===== src/rtl/wb_pkg.sv =====
// Shared types and constants for the register-file write-back path.
package wb_pkg;

    localparam int unsigned REG_IDX_W = 5;

    localparam int unsigned REQ_ALU = 0;
    localparam int unsigned REQ_FPU = 1;
    localparam int unsigned REQ_LSU = 2;
    localparam int unsigned REQ_DIV = 3;

    typedef struct packed {
        logic        gfflag;
        logic [3:0]  num;
        logic [31:0] data;
    } wb_req_t;

    // General registers occupy 0..15, float registers 16..31.
    function automatic logic [31:0] reg_onehot(input logic gfflag, input logic [3:0] num);
        logic [REG_IDX_W-1:0] idx;
        idx = {gfflag, num};
        return 32'd1 << idx;
    endfunction

endpackage


===== src/rtl/rr_arbiter.sv =====
// Combinational round-robin arbiter: searches upward from the slot after `last`.
module rr_arbiter #(
    parameter int unsigned N = 4,
    localparam int unsigned IdxW = (N > 1) ? $clog2(N) : 1
) (
    input  logic [N-1:0]    req,
    input  logic [IdxW-1:0] last,
    output logic [N-1:0]    grant,
    output logic [IdxW-1:0] grant_idx,
    output logic            grant_valid
);

    always_comb begin
        logic [IdxW-1:0] cand;
        cand        = '0;
        grant       = '0;
        grant_idx   = '0;
        grant_valid = 1'b0;
        for (int unsigned i = 1; i <= N; i++) begin
            cand = IdxW'((32'(last) + i) % N);
            if (!grant_valid && req[cand]) begin
                grant_valid = 1'b1;
                grant[cand] = 1'b1;
                grant_idx   = cand;
            end
        end
    end

endmodule


===== src/rtl/wb_arbiter.sv =====
// Write-back arbiter: round-robin grant into a one-stage buffer feeding the
// register-file write port, plus a pending-register mask for decode stalls.
module wb_arbiter
    import wb_pkg::*;
#(
    parameter int unsigned N_REQ = 4
) (
    input  logic               clk,
    input  logic               rst,
    input  logic [N_REQ-1:0]   req_valid,
    input  logic [N_REQ-1:0]   req_gfflag,
    input  logic [N_REQ*4-1:0] req_num,
    input  logic [N_REQ*32-1:0] req_data,
    output logic [N_REQ-1:0]   req_ready,
    output logic               wr_enable,
    output logic               wr_gfflag,
    output logic [3:0]         wr_num,
    output logic [31:0]        wr_data,
    output logic [31:0]        pending
);

    localparam int unsigned IdxW = (N_REQ > 1) ? $clog2(N_REQ) : 1;

    wb_req_t         req_s [N_REQ];
    logic [N_REQ-1:0] grant;
    logic [IdxW-1:0] grant_idx;
    logic            grant_valid;
    logic            accept;

    logic [IdxW-1:0] last_grant_d, last_grant_q;
    logic            wr_enable_d, wr_enable_q;
    wb_req_t         wr_req_d, wr_req_q;

    always_comb begin
        for (int unsigned i = 0; i < N_REQ; i++) begin
            req_s[i].gfflag = req_gfflag[i];
            req_s[i].num    = req_num[i*4 +: 4];
            req_s[i].data   = req_data[i*32 +: 32];
        end
    end

    rr_arbiter #(
        .N (N_REQ)
    ) u_rr_arbiter (
        .req         (req_valid),
        .last        (last_grant_q),
        .grant       (grant),
        .grant_idx   (grant_idx),
        .grant_valid (grant_valid)
    );

    // Nothing is accepted while in reset, so a grant in the reset cycle is dropped.
    always_comb begin
        accept    = grant_valid && !rst;
        req_ready = rst ? '0 : grant;
    end

    always_comb begin
        last_grant_d = last_grant_q;
        wr_enable_d  = accept;
        wr_req_d     = wr_req_q;
        if (accept) begin
            last_grant_d = grant_idx;
            wr_req_d     = req_s[grant_idx];
        end
    end

    always_ff @(posedge clk) begin
        if (rst) begin
            last_grant_q <= IdxW'(N_REQ - 1);
            wr_enable_q  <= 1'b0;
            wr_req_q     <= '0;
        end else begin
            last_grant_q <= last_grant_d;
            wr_enable_q  <= wr_enable_d;
            wr_req_q     <= wr_req_d;
        end
    end

    always_comb begin
        pending = '0;
        for (int unsigned i = 0; i < N_REQ; i++) begin
            if (req_valid[i]) begin
                pending = pending | reg_onehot(req_s[i].gfflag, req_s[i].num);
            end
        end
        if (wr_enable_q && !rst) begin
            pending = pending | reg_onehot(wr_req_q.gfflag, wr_req_q.num);
        end
    end

    always_comb begin
        wr_enable = wr_enable_q;
        wr_gfflag = wr_req_q.gfflag;
        wr_num    = wr_req_q.num;
        wr_data   = wr_req_q.data;
    end

endmodule


===== config.mk =====
export PLATFORM = sky130hd
export DESIGN_NAME = wb_arbiter
export DESIGN_NICKNAME = d
export VERILOG_FILES = /design/src/rtl/wb_pkg.sv /design/src/rtl/rr_arbiter.sv /design/src/rtl/wb_arbiter.sv
export SDC_FILE = /design/constraint.sdc
export NUM_CORES = 1
export LEC_CHECK = 0
export ABC_AREA = 1
export CAP_MARGIN = 0
export CORE_ASPECT_RATIO = 1.4
export CORE_MARGIN = 1.5
export CORE_UTILIZATION = 39
export CTS_CLUSTER_DIAMETER = 50
export DETAILED_ROUTE_END_ITERATION = 10
export GPL_TIMING_DRIVEN = 0
export PLACE_DENSITY = 0.79
export SLEW_MARGIN = 20
export SYNTH_ARGS = -nofsm -noshare
export SYNTH_HDL_FRONTEND = slang
export SYNTH_HIERARCHICAL = 1
export SYNTH_SLANG_ARGS = --single-unit

===== constraint.sdc =====
create_clock -name clk -period 2.6 [get_ports clk]
set_clock_uncertainty 0.15 [all_clocks]
set_input_delay 0.52 -clock clk [delete_from_list [all_inputs] [get_ports clk]]
set_output_delay 0.52 -clock clk [all_outputs]
set_load 0.01 [all_outputs]

==> reports/metrics.cfg, run 1 <==
[yosys]
synth_area_leaders=nor2_1 19%, nand2_1 17%, dfxtp_1 16%
synth_top_cells_by_count=245 x nor2_1, 222 x nand2_1, 115 x nand3_1
yosysMostFrequentCell=nor2_1
async_flop_share=0
synthFlopType=dfxtp_1
syn_nets=1131
synth_top_area_share=0.1858
yosys.area.top_type=nor2_1
synth_edf_count=0
synth.ff_latch_count=40
synth.distinct_cells=30
ys_seq_area_frac=0.1618
synth.cell_area_um2=4950
synth.avg_cell_area_um2=5.108
yosys_warnings=6
syn_inst=969

[critical_path]
reg2regPathDepth=15
crit_chain=clkdlybuf4s15_2 > nor2_2 > nand4_1 > nand2_1 > nor2_2 > nand2_1 > clkdlybuf4s50_1
r2r_slack_ns=0.05
crit_arrival_ns=1.95
worstPathRequired_ns=1.93
slowest_stage=clkdlybuf4s50_1
r2r_start=last_grant_q[0]
critPathKind=in2out
start_kind=input port
r2r-end=wr_num[3]
path_delay_family=buffers and inverters
crit_fanout=8
end_kind=primary output
cp.buffers_inverters=2
max_stage_delay_ns=0.54

[routing]
vias=7364
dr.pass1.iters=6
initialDrtViolationCount=423
via_per_inst=5.403
wl_met3_um=1373
routed.top_layer=met4
drt-total-wl_um=21760
route.detailed.drc=0
wirelength_met1_um=7864
antenna_left=0
dr_wl_met2_um=11070
post_drt_wl_per_cell_um=15.96

[grt]
grt_pass1_vias=6741
antenna_found_initial=0
grt_max_degree=13
grt_pass1_wl_um=33380
track_usage=0.3140
gr-total-overflow=0

[sta]
tightestPinTransition_ns=0.4953
clock.fmax_mhz=381.5
setup_tns_ns=-0.03413
finalHoldViolCount=0
finalCriticalPeriod_ns=2.621
fin_ws_ns=-0.02114
slew_violations=0
hold_ws_ns=0.3179
max_slew_margin=0.6698
setup_viol=2
period_share=1.008
rsz0062_at_grt=true

[clock_tree]
numCtsBuffers=5
cts_root_buf=clkbuf_16
clk_latency_ns=0.28
clockBufferDepth=2
clk_pin_slew_worst_paths_ns=0.06
numClockSinks=40
htreeDepth=2
cts_tree=yes

[placement]
dp_hpwl_um=17170
routabilityCongestion=0.9608
io_buffers=220
post_dp_cell_area_um2=7340
dp_slack_ns=-0.8165

[die]
die_width_um=98.21
die_area_um2=13390
core_um2=12370
start_util=0.4001
rows=48
dieHeight_um=136.3
io_pins=228

[status]
violations=negative setup slack
status=finished with violations

[power]
power_density_nw_per_um2=1042
leakagePower_nw=3.873
totalPowerFinal_mw=8.305
peakVddDrop_uv=846.2

[layout]
stdcell_area_um2=7969
finalNetCount=1374
num-fill-cells=1251
antenna_cells=0
drive_gt1_frac=0.1558
syn2layout_area_growth_pct=61.00

[hold_path]
min_to=wr_data[31]
holdCritPathClass=reg2reg
hp-start=wr_data[31]
hold_depth=2

[job]
drv_cap=0

[layout make-up]
cell class / instances / area (um2) / share of cell area
Inverter: 77 / 299.0 / 0.03753
Timing Repair Buffer: 236 / 2267 / 0.2845
Tap cell: 150 / 187.7 / 0.02355
Clock inverter: 2 / 35.03 / 0.004396
Multi-Input combinational cell: 793 / 3836 / 0.4814
Sequential cell: 40 / 809.5 / 0.1016
Clock buffer: 6 / 128.9 / 0.01617
Buffer: 59 / 405.4 / 0.05087
[power breakdown]
| part | internal, mW | switching, mW | total, mW | leakage, nW |
|---|---|---|---|---|
| Combinational | 2.56 | 4.00 | 6.56 | 3.46 |
| Clock | 0.451 | 0.249 | 0.700 | 0.0808 |
| Sequential | 0.895 | 0.150 | 1.04 | 0.333 |
| Total | 3.91 | 4.40 | 8.31 | 3.87 |
[registers in the layout, summed over array words and instances (netlist names)]
signal	flops
wr_data	32
wr_num	4
last_grant_q	2
wr_enable	1
wr_gfflag	1
[repair_timing]
item                                    CTS  global route
pin swaps                                 5             7
resized for setup                       167           104
buffers inserted                         11             5
cloned                                    0             0
hold buffers                              0             0
endpoints found under the setup margin   75            51
[per-layer routing]
layer / global-route usage / up-vias
li1: - / 3636
met4: 0.2167 / 0
met5: 0 / -
met3: 0.03599 / 85
met1: 0.3354 / 3298
met2: 0.5739 / 345
[cells by family after synthesis]
group                      share of synthesized area
and+or+nand+nor                               0.5718
buffers and inverters                         0.1183
AOI/OAI and AO/OA                             0.1279
DFF                                           0.1618
adders and majority gates                    0.02022
[per-stage QoR]
step	util	std cells
after floorplan	-	969
after global placement	0.5932	1339
after detailed placement	0.5932	1339
after CTS	0.6271	1358
after global routing	0.6441	1363
final	0.6441	1363
[worst register-to-register path: cells and delay by family (launching register included)]
kind	cells	cell delay (ns)
DFF	1	0.38
AOI/OAI and AO/OA	2	0.34
buffers and inverters	5	0.56
adders and majority gates	1	0.28
and+or+nand+nor	7	0.74
[worst max-delay path by stage]
stage / end / start / slack, ns / cells after the start
global route: pending[16] / req_num[1] / -0.11 / 7
finish: pending[16] / req_num[1] / -0.02 / 7
global placement: wr_data[11] / req_valid[2] / -0.78 / 13
detailed placement: wr_data[11] / req_valid[2] / -0.82 / 14
floorplan: wr_data[10] / last_grant_q[0] / 0.13 / 14
CTS: req_ready[3] / last_grant_q[0] / -0.08 / 11
[cells in the final DEF (no fill, tap or decap), types with 11 or more instances in the layout]
master	n
buf_2	29
buf_4	22
clkdlybuf4s15_2	11
clkdlybuf4s50_1	169
dfxtp_1	37
dlygate4sd2_1	23
inv_1	52
inv_2	22
nand2_1	216
nand3_1	113
nand4_1	38
nor2_1	220
nor2_2	18
nor2_4	11
nor3_1	15
nor3_2	12
o21ai_0	66
o21ai_1	35
Note: power is estimated with default switching activity, not from simulation.
==> run 2: changes to the inputs <==
CAP_MARGIN = unset   (was 0)
RECOVER_POWER = 100   (was unset)
SKIP_CTS_REPAIR_TIMING = 1   (was unset)
==> run 2 against run 1 <==
  * Largest power group unchanged
  * Non-clock buffer count rose by 11
  * Core utilization rose by 0.58 points
  * Critical path depth rose by 4
  * The flow still finishes with violations (negative setup slack)
  * Sequential power barely moved
  * Setup slack improved by 0.0044 ns
==> reports/metrics.cfg, run 2 (same netlist as run 1, synthesis figures left out) <==
[sta]
setup_viol=3
slew_violations=0
tightestPinTransition_ns=0.5535
fin_ws_ns=-0.01671
period_share=1.006
finalCriticalPeriod_ns=2.617
finalHoldViolCount=0
rsz0062_at_grt=true
clock.fmax_mhz=382.2
max_slew_margin=0.6310

[critical_path]
start_kind=flip-flop
reg2regPathDepth=16
r2r-end=wr_num[0]
r2r_slack_ns=-0.01
crit_fanout=7
critPathKind=reg2out
crit_arrival_ns=1.95
worstPathRequired_ns=1.93
r2r_start=last_grant_q[0]
end_kind=primary output
crit_start=last_grant_q[1]

[routing]
post_drt_wl_per_cell_um=16.19
drt-total-wl_um=22240
dr.pass1.iters=8
antenna_left=0
vias=7451
route.detailed.drc=0
initialDrtViolationCount=466
via_per_inst=5.423

[clock_tree]
cts_tree=yes
clockBufferDepth=2
clk_latency_ns=0.29
clk_pin_slew_worst_paths_ns=0.06
numClockSinks=40
htreeDepth=2
cts_root_buf=clkbuf_16
numCtsBuffers=5

[layout]
drive_gt1_frac=0.1495
final_cell_mix=226 x nor2_1, 217 x nand2_1, 140 x clkdlybuf4s50_1
num-fill-cells=1233
mostFrequentLayoutCell=nor2_1
largest_reg_flops=32
fin_util=0.6499
syn2layout_area_growth_pct=62.44
finalNetCount=1385
antenna_cells=0

[grt]
grt_pass1_wl_um=32610
grt_max_degree=13
track_usage=0.3070
gr-total-overflow=0
antenna_found_initial=0
grt_pass1_vias=6612

[die]
io_pins=228
core_um2=12370
die_area_um2=13390
start_util=0.4001
rows=48
dieHeight_um=136.3
die_width_um=98.21

[power]
peakVddDrop_uv=884.3
leakagePower_nw=4.090
totalPowerFinal_mw=8.743
power_density_nw_per_um2=1087

[status]
violations=negative setup slack
status=finished with violations

[hold_path]
min_to=wr_data[31]
hold_depth=2
hp-start=wr_data[31]
holdCritPathClass=reg2reg

[placement]
routabilityCongestion=0.9608
dp_hpwl_um=17170
io_buffers=220

[job]
drv_cap=0

[run 2: cell count changes in the layout (fill, tap and decap cells not counted), sizes merged, moves of 3 or more]
| cell | before | now |
|---|---|---|
| clkbuf | 29 | 52 |
| dlygate4sd2 | 23 | 0 |
| clkdlybuf4s25 | 0 | 3 |
| dlygate4sd3 | 0 | 38 |
| dlymetal6s2s | 6 | 18 |
| clkdlybuf4s15 | 11 | 0 |
| clkdlybuf4s50 | 169 | 140 |
[run 2: where the power goes]
part           total (mW)  internal [mW]  switching, mW
combinational        7.00           2.83           4.17
clock               0.703          0.452          0.252
sequential           1.04          0.895          0.147
[run 2: worst max path at each step]
| stage | end | slack (ns) |
|---|---|---|
| after CTS | req_ready[3] | -0.82 |
| after global placement | wr_data[11] | -0.78 |
| final | req_ready[3] | -0.02 |
| after detailed placement | wr_data[11] | -0.82 |
| after global routing | wr_num[0] | -0.11 |
| after floorplan | wr_data[10] | 0.13 |
[run 2: worst max-delay path, cell delays in order, from the launching register on]
cell      delay, ns
dfxtp_4        0.34
inv_2          0.15
ha_4           0.25
inv_2          0.09
nand2_4        0.07
buf_4          0.14
a21boi_1       0.17
a21oi_2        0.07
nand3_1        0.09
inv_1          0.05
nor2_1         0.08
clkbuf_2       0.16
[run 2: per-layer routing]
| layer | GRT usage | share of wire |
|---|---|---|
| met2 | 0.5674 | 0.51 |
| met1 | 0.3262 | 0.35 |
| met4 | 0.2034 | 0.071 |
| met3 | 0.03496 | 0.068 |
| met5 | 0 | 0 |
[run 2: area by class of cell]
cell class,count,area [um2],area share
inverter,77,309.0,0.03844
tap,150,187.7,0.02334
buffer,59,399.1,0.04964
clock buffer,6,128.9,0.01603
multi-input combinational,793,3780,0.4701
timing repair buffer,247,2391,0.2974
sequential,40,809.5,0.1007
clock inverter,2,35.03,0.004357
[run 2: through the flow]
| stage | instances | hold slack [ns] | TNS [ns] | instance area, um2 | setup slack (ns) |
|---|---|---|---|---|---|
| 4_1_cts | 1347 | 0.3212 | -38.39 | 7503 | -0.8199 |
| 6_report | 1374 | 0.3174 | -0.03481 | 8040 | -0.01671 |
| 2_1_floorplan | 969 | 0.3413 | 0 | 4950 | 0.1322 |
| 3_5_place_dp | 1339 | 0.3101 | -48.34 | 7340 | -0.8165 |
| 5_1_grt | 1374 | 0.3322 | -1.746 | 8040 | -0.1129 |
| 3_3_place_gp | 1339 | 0.3087 | -46.94 | 7340 | -0.7765 |
==> run 3: changes to the inputs <==
PLACE_DENSITY = 0.9   (was 0.79)
clock period = 2.2 ns   (was 2.6 ns; I/O delays follow)
==> run 3 against run 2 <==
  * The run still ends with negative setup slack left
  * Final cell count grew 1.0%
  * Power up 44%
  * Core utilization increased by 4.5 points
  * Routed wire length grew 10%
  * Combinational power up 47%
  * Die area did not move
  * Sequential share of layout area is 0.64 points lower
  * Register-to-register slack got worse by 0.42 ns
  * First-iteration DRC count up 18%
  * Clock-buffer cell count unchanged
  * Worst hold slack about the same
==> reports/metrics.cfg, run 3 (same netlist as run 1, synthesis figures left out) <==
[critical_path]
start_kind=flip-flop
crit_arrival_ns=2.71
crit_fanout=7
crit_start=last_grant_q[0]
slowest_stage=dfxtp_4
critPathKind=reg2reg
worstPathRequired_ns=2.28
cp.buffers_inverters=5
crit_chain=inv_8 > ha_4 > inv_4 > nand2_4 > nand2_4 > nor2_4 > nor2_4 > a21oi_4 > buf_12 > clkbuf_16 > buf_8 > nor2_2 > nor2_1 > o21ai_1 > o21ai_1 > nand2_1 > nand2_1
end_kind=flip-flop
r2r_slack_ns=-0.43
path_delay_family=simple AND/OR/NAND/NOR gates
r2r-end=wr_data[1]
reg2regPathDepth=17
r2r_start=last_grant_q[0]
max_stage_delay_ns=0.41

[sta]
fin_ws_ns=-0.4253
finalCriticalPeriod_ns=2.625
period_share=1.193
rsz0062_at_grt=true
setup_viol=45
finalHoldViolCount=0
setup_tns_ns=-10.42
tightestPinTransition_ns=0.5221
max_slew_margin=0.6519
clock.fmax_mhz=380.9
slew_violations=0

[layout]
stdcell_area_um2=8600
final_cell_mix=210 x nand2_1, 207 x nor2_1, 128 x clkdlybuf4s50_1
largest_reg_flops=32
syn2layout_area_growth_pct=73.74
mostFrequentLayoutCell=nand2_1
finalNetCount=1398
drive_gt1_frac=0.1964
fin_util=0.6951
stdcell_count=1388

[power]
peakVddDrop_uv=1767
totalPowerFinal_mw=12.56
leakagePower_nw=4.529
power_density_nw_per_um2=1461

[placement]
post_dp_cell_area_um2=7373
dp_cells=1339
dp_hpwl_um=17780
routabilityCongestion=0.9776
io_buffers=220

[clock_tree]
clk_latency_ns=0.29
htreeDepth=2
clockBufferDepth=2
numCtsBuffers=5
numClockSinks=40
clk_pin_slew_worst_paths_ns=0.06
cts_root_buf=clkbuf_16
cts_tree=yes

[status]
status=finished with violations
violations=negative setup slack

[hold_path]
min_to=wr_data[19]
hold_depth=2
holdCritPathClass=reg2reg
hp-start=wr_data[19]

[die]
core_um2=12370
dieHeight_um=136.3
start_util=0.4001
io_pins=228
die_area_um2=13390
rows=48
die_width_um=98.21

[routing]
dr.pass1.iters=6
initialDrtViolationCount=549
vias=7713
drt-total-wl_um=24580
route.detailed.drc=0
via_per_inst=5.557
post_drt_wl_per_cell_um=17.71
antenna_left=0

[grt]
track_usage=0.3226
grt_pass1_vias=6927
gr-total-overflow=0
grt_max_degree=14
grt_pass1_wl_um=34270
antenna_found_initial=0

[job]
drv_cap=0

-- run 3: cell count changes in the layout (fill, tap and decap cells not counted), moves of 8 or more --
cell	delta
dlymetal6s2s_1	+13
o21ai_2	+8
buf_6	+10
o21ai_1	+24
nor2_1	-19
nor2_2	+12
clkdlybuf4s50_1	-12
o21ai_0	-33
-- run 3: worst max path at each step --
stage,end,slack (ns),depth (start not counted)
floorplan,wr_data[19],-0.005,14
global placement,wr_data[14],-1.13,14
detailed placement,wr_data[19],-1.12,13
CTS,req_ready[1],-0.95,12
global route,wr_data[1],-0.54,16
finish,wr_data[1],-0.43,17
-- run 3: worst reg2reg max path, stage by stage (launching register included) --
cell and delay [ns]:
dfxtp_4 0.41, inv_8 0.06, ha_4 0.30, inv_4 0.05, nand2_4 0.09, nand2_4 0.08, nor2_4 0.20, nor2_4 0.07
a21oi_4 0.14, buf_12 0.15, clkbuf_16 0.15, buf_8 0.11, nor2_2 0.05, nor2_1 0.20, o21ai_1 0.12, o21ai_1 0.10
nand2_1 0.07, nand2_1 0.06
-- run 3: layout make-up --
| class | instances | area (um2) |
|---|---|---|
| plain buffers | 58 | 481.7 |
| fillers | 1048 | 3772 |
| multi-input cells | 793 | 3955 |
| inverters | 77 | 319.1 |
| clock inverters | 2 | 60.06 |
| clock buffers | 6 | 150.1 |
| diodes | 1 | 2.502 |
| well taps | 150 | 187.7 |
| repair buffers | 261 | 2633 |
| flip-flops and latches | 40 | 810.8 |
-- run 3: routing by layer --
layer  part of all wire  vias to the layer above  track usage
met5                  0                        -            0
met4              0.078                        0       0.2144
met3              0.071                      135      0.04165
met2               0.51                      443       0.5897
met1               0.34                     3453       0.3451
li1                   -                     3682            -
-- run 3: through the flow --
step	worst slack, ns	hold slack [ns]
floorplan	-0.004680	0.3413
global placement	-1.132	0.3083
detailed placement	-1.117	0.3097
CTS	-0.9499	0.3218
global route	-0.5422	0.3381
finish	-0.4253	0.3171
-- run 3: power by group --
part	switching, mW	total (mW)	internal, mW
Clock	0.306	1.03	0.719
Combinational	5.74	10.3	4.56
Sequential	0.180	1.24	1.06
Total	6.22	12.6	6.34
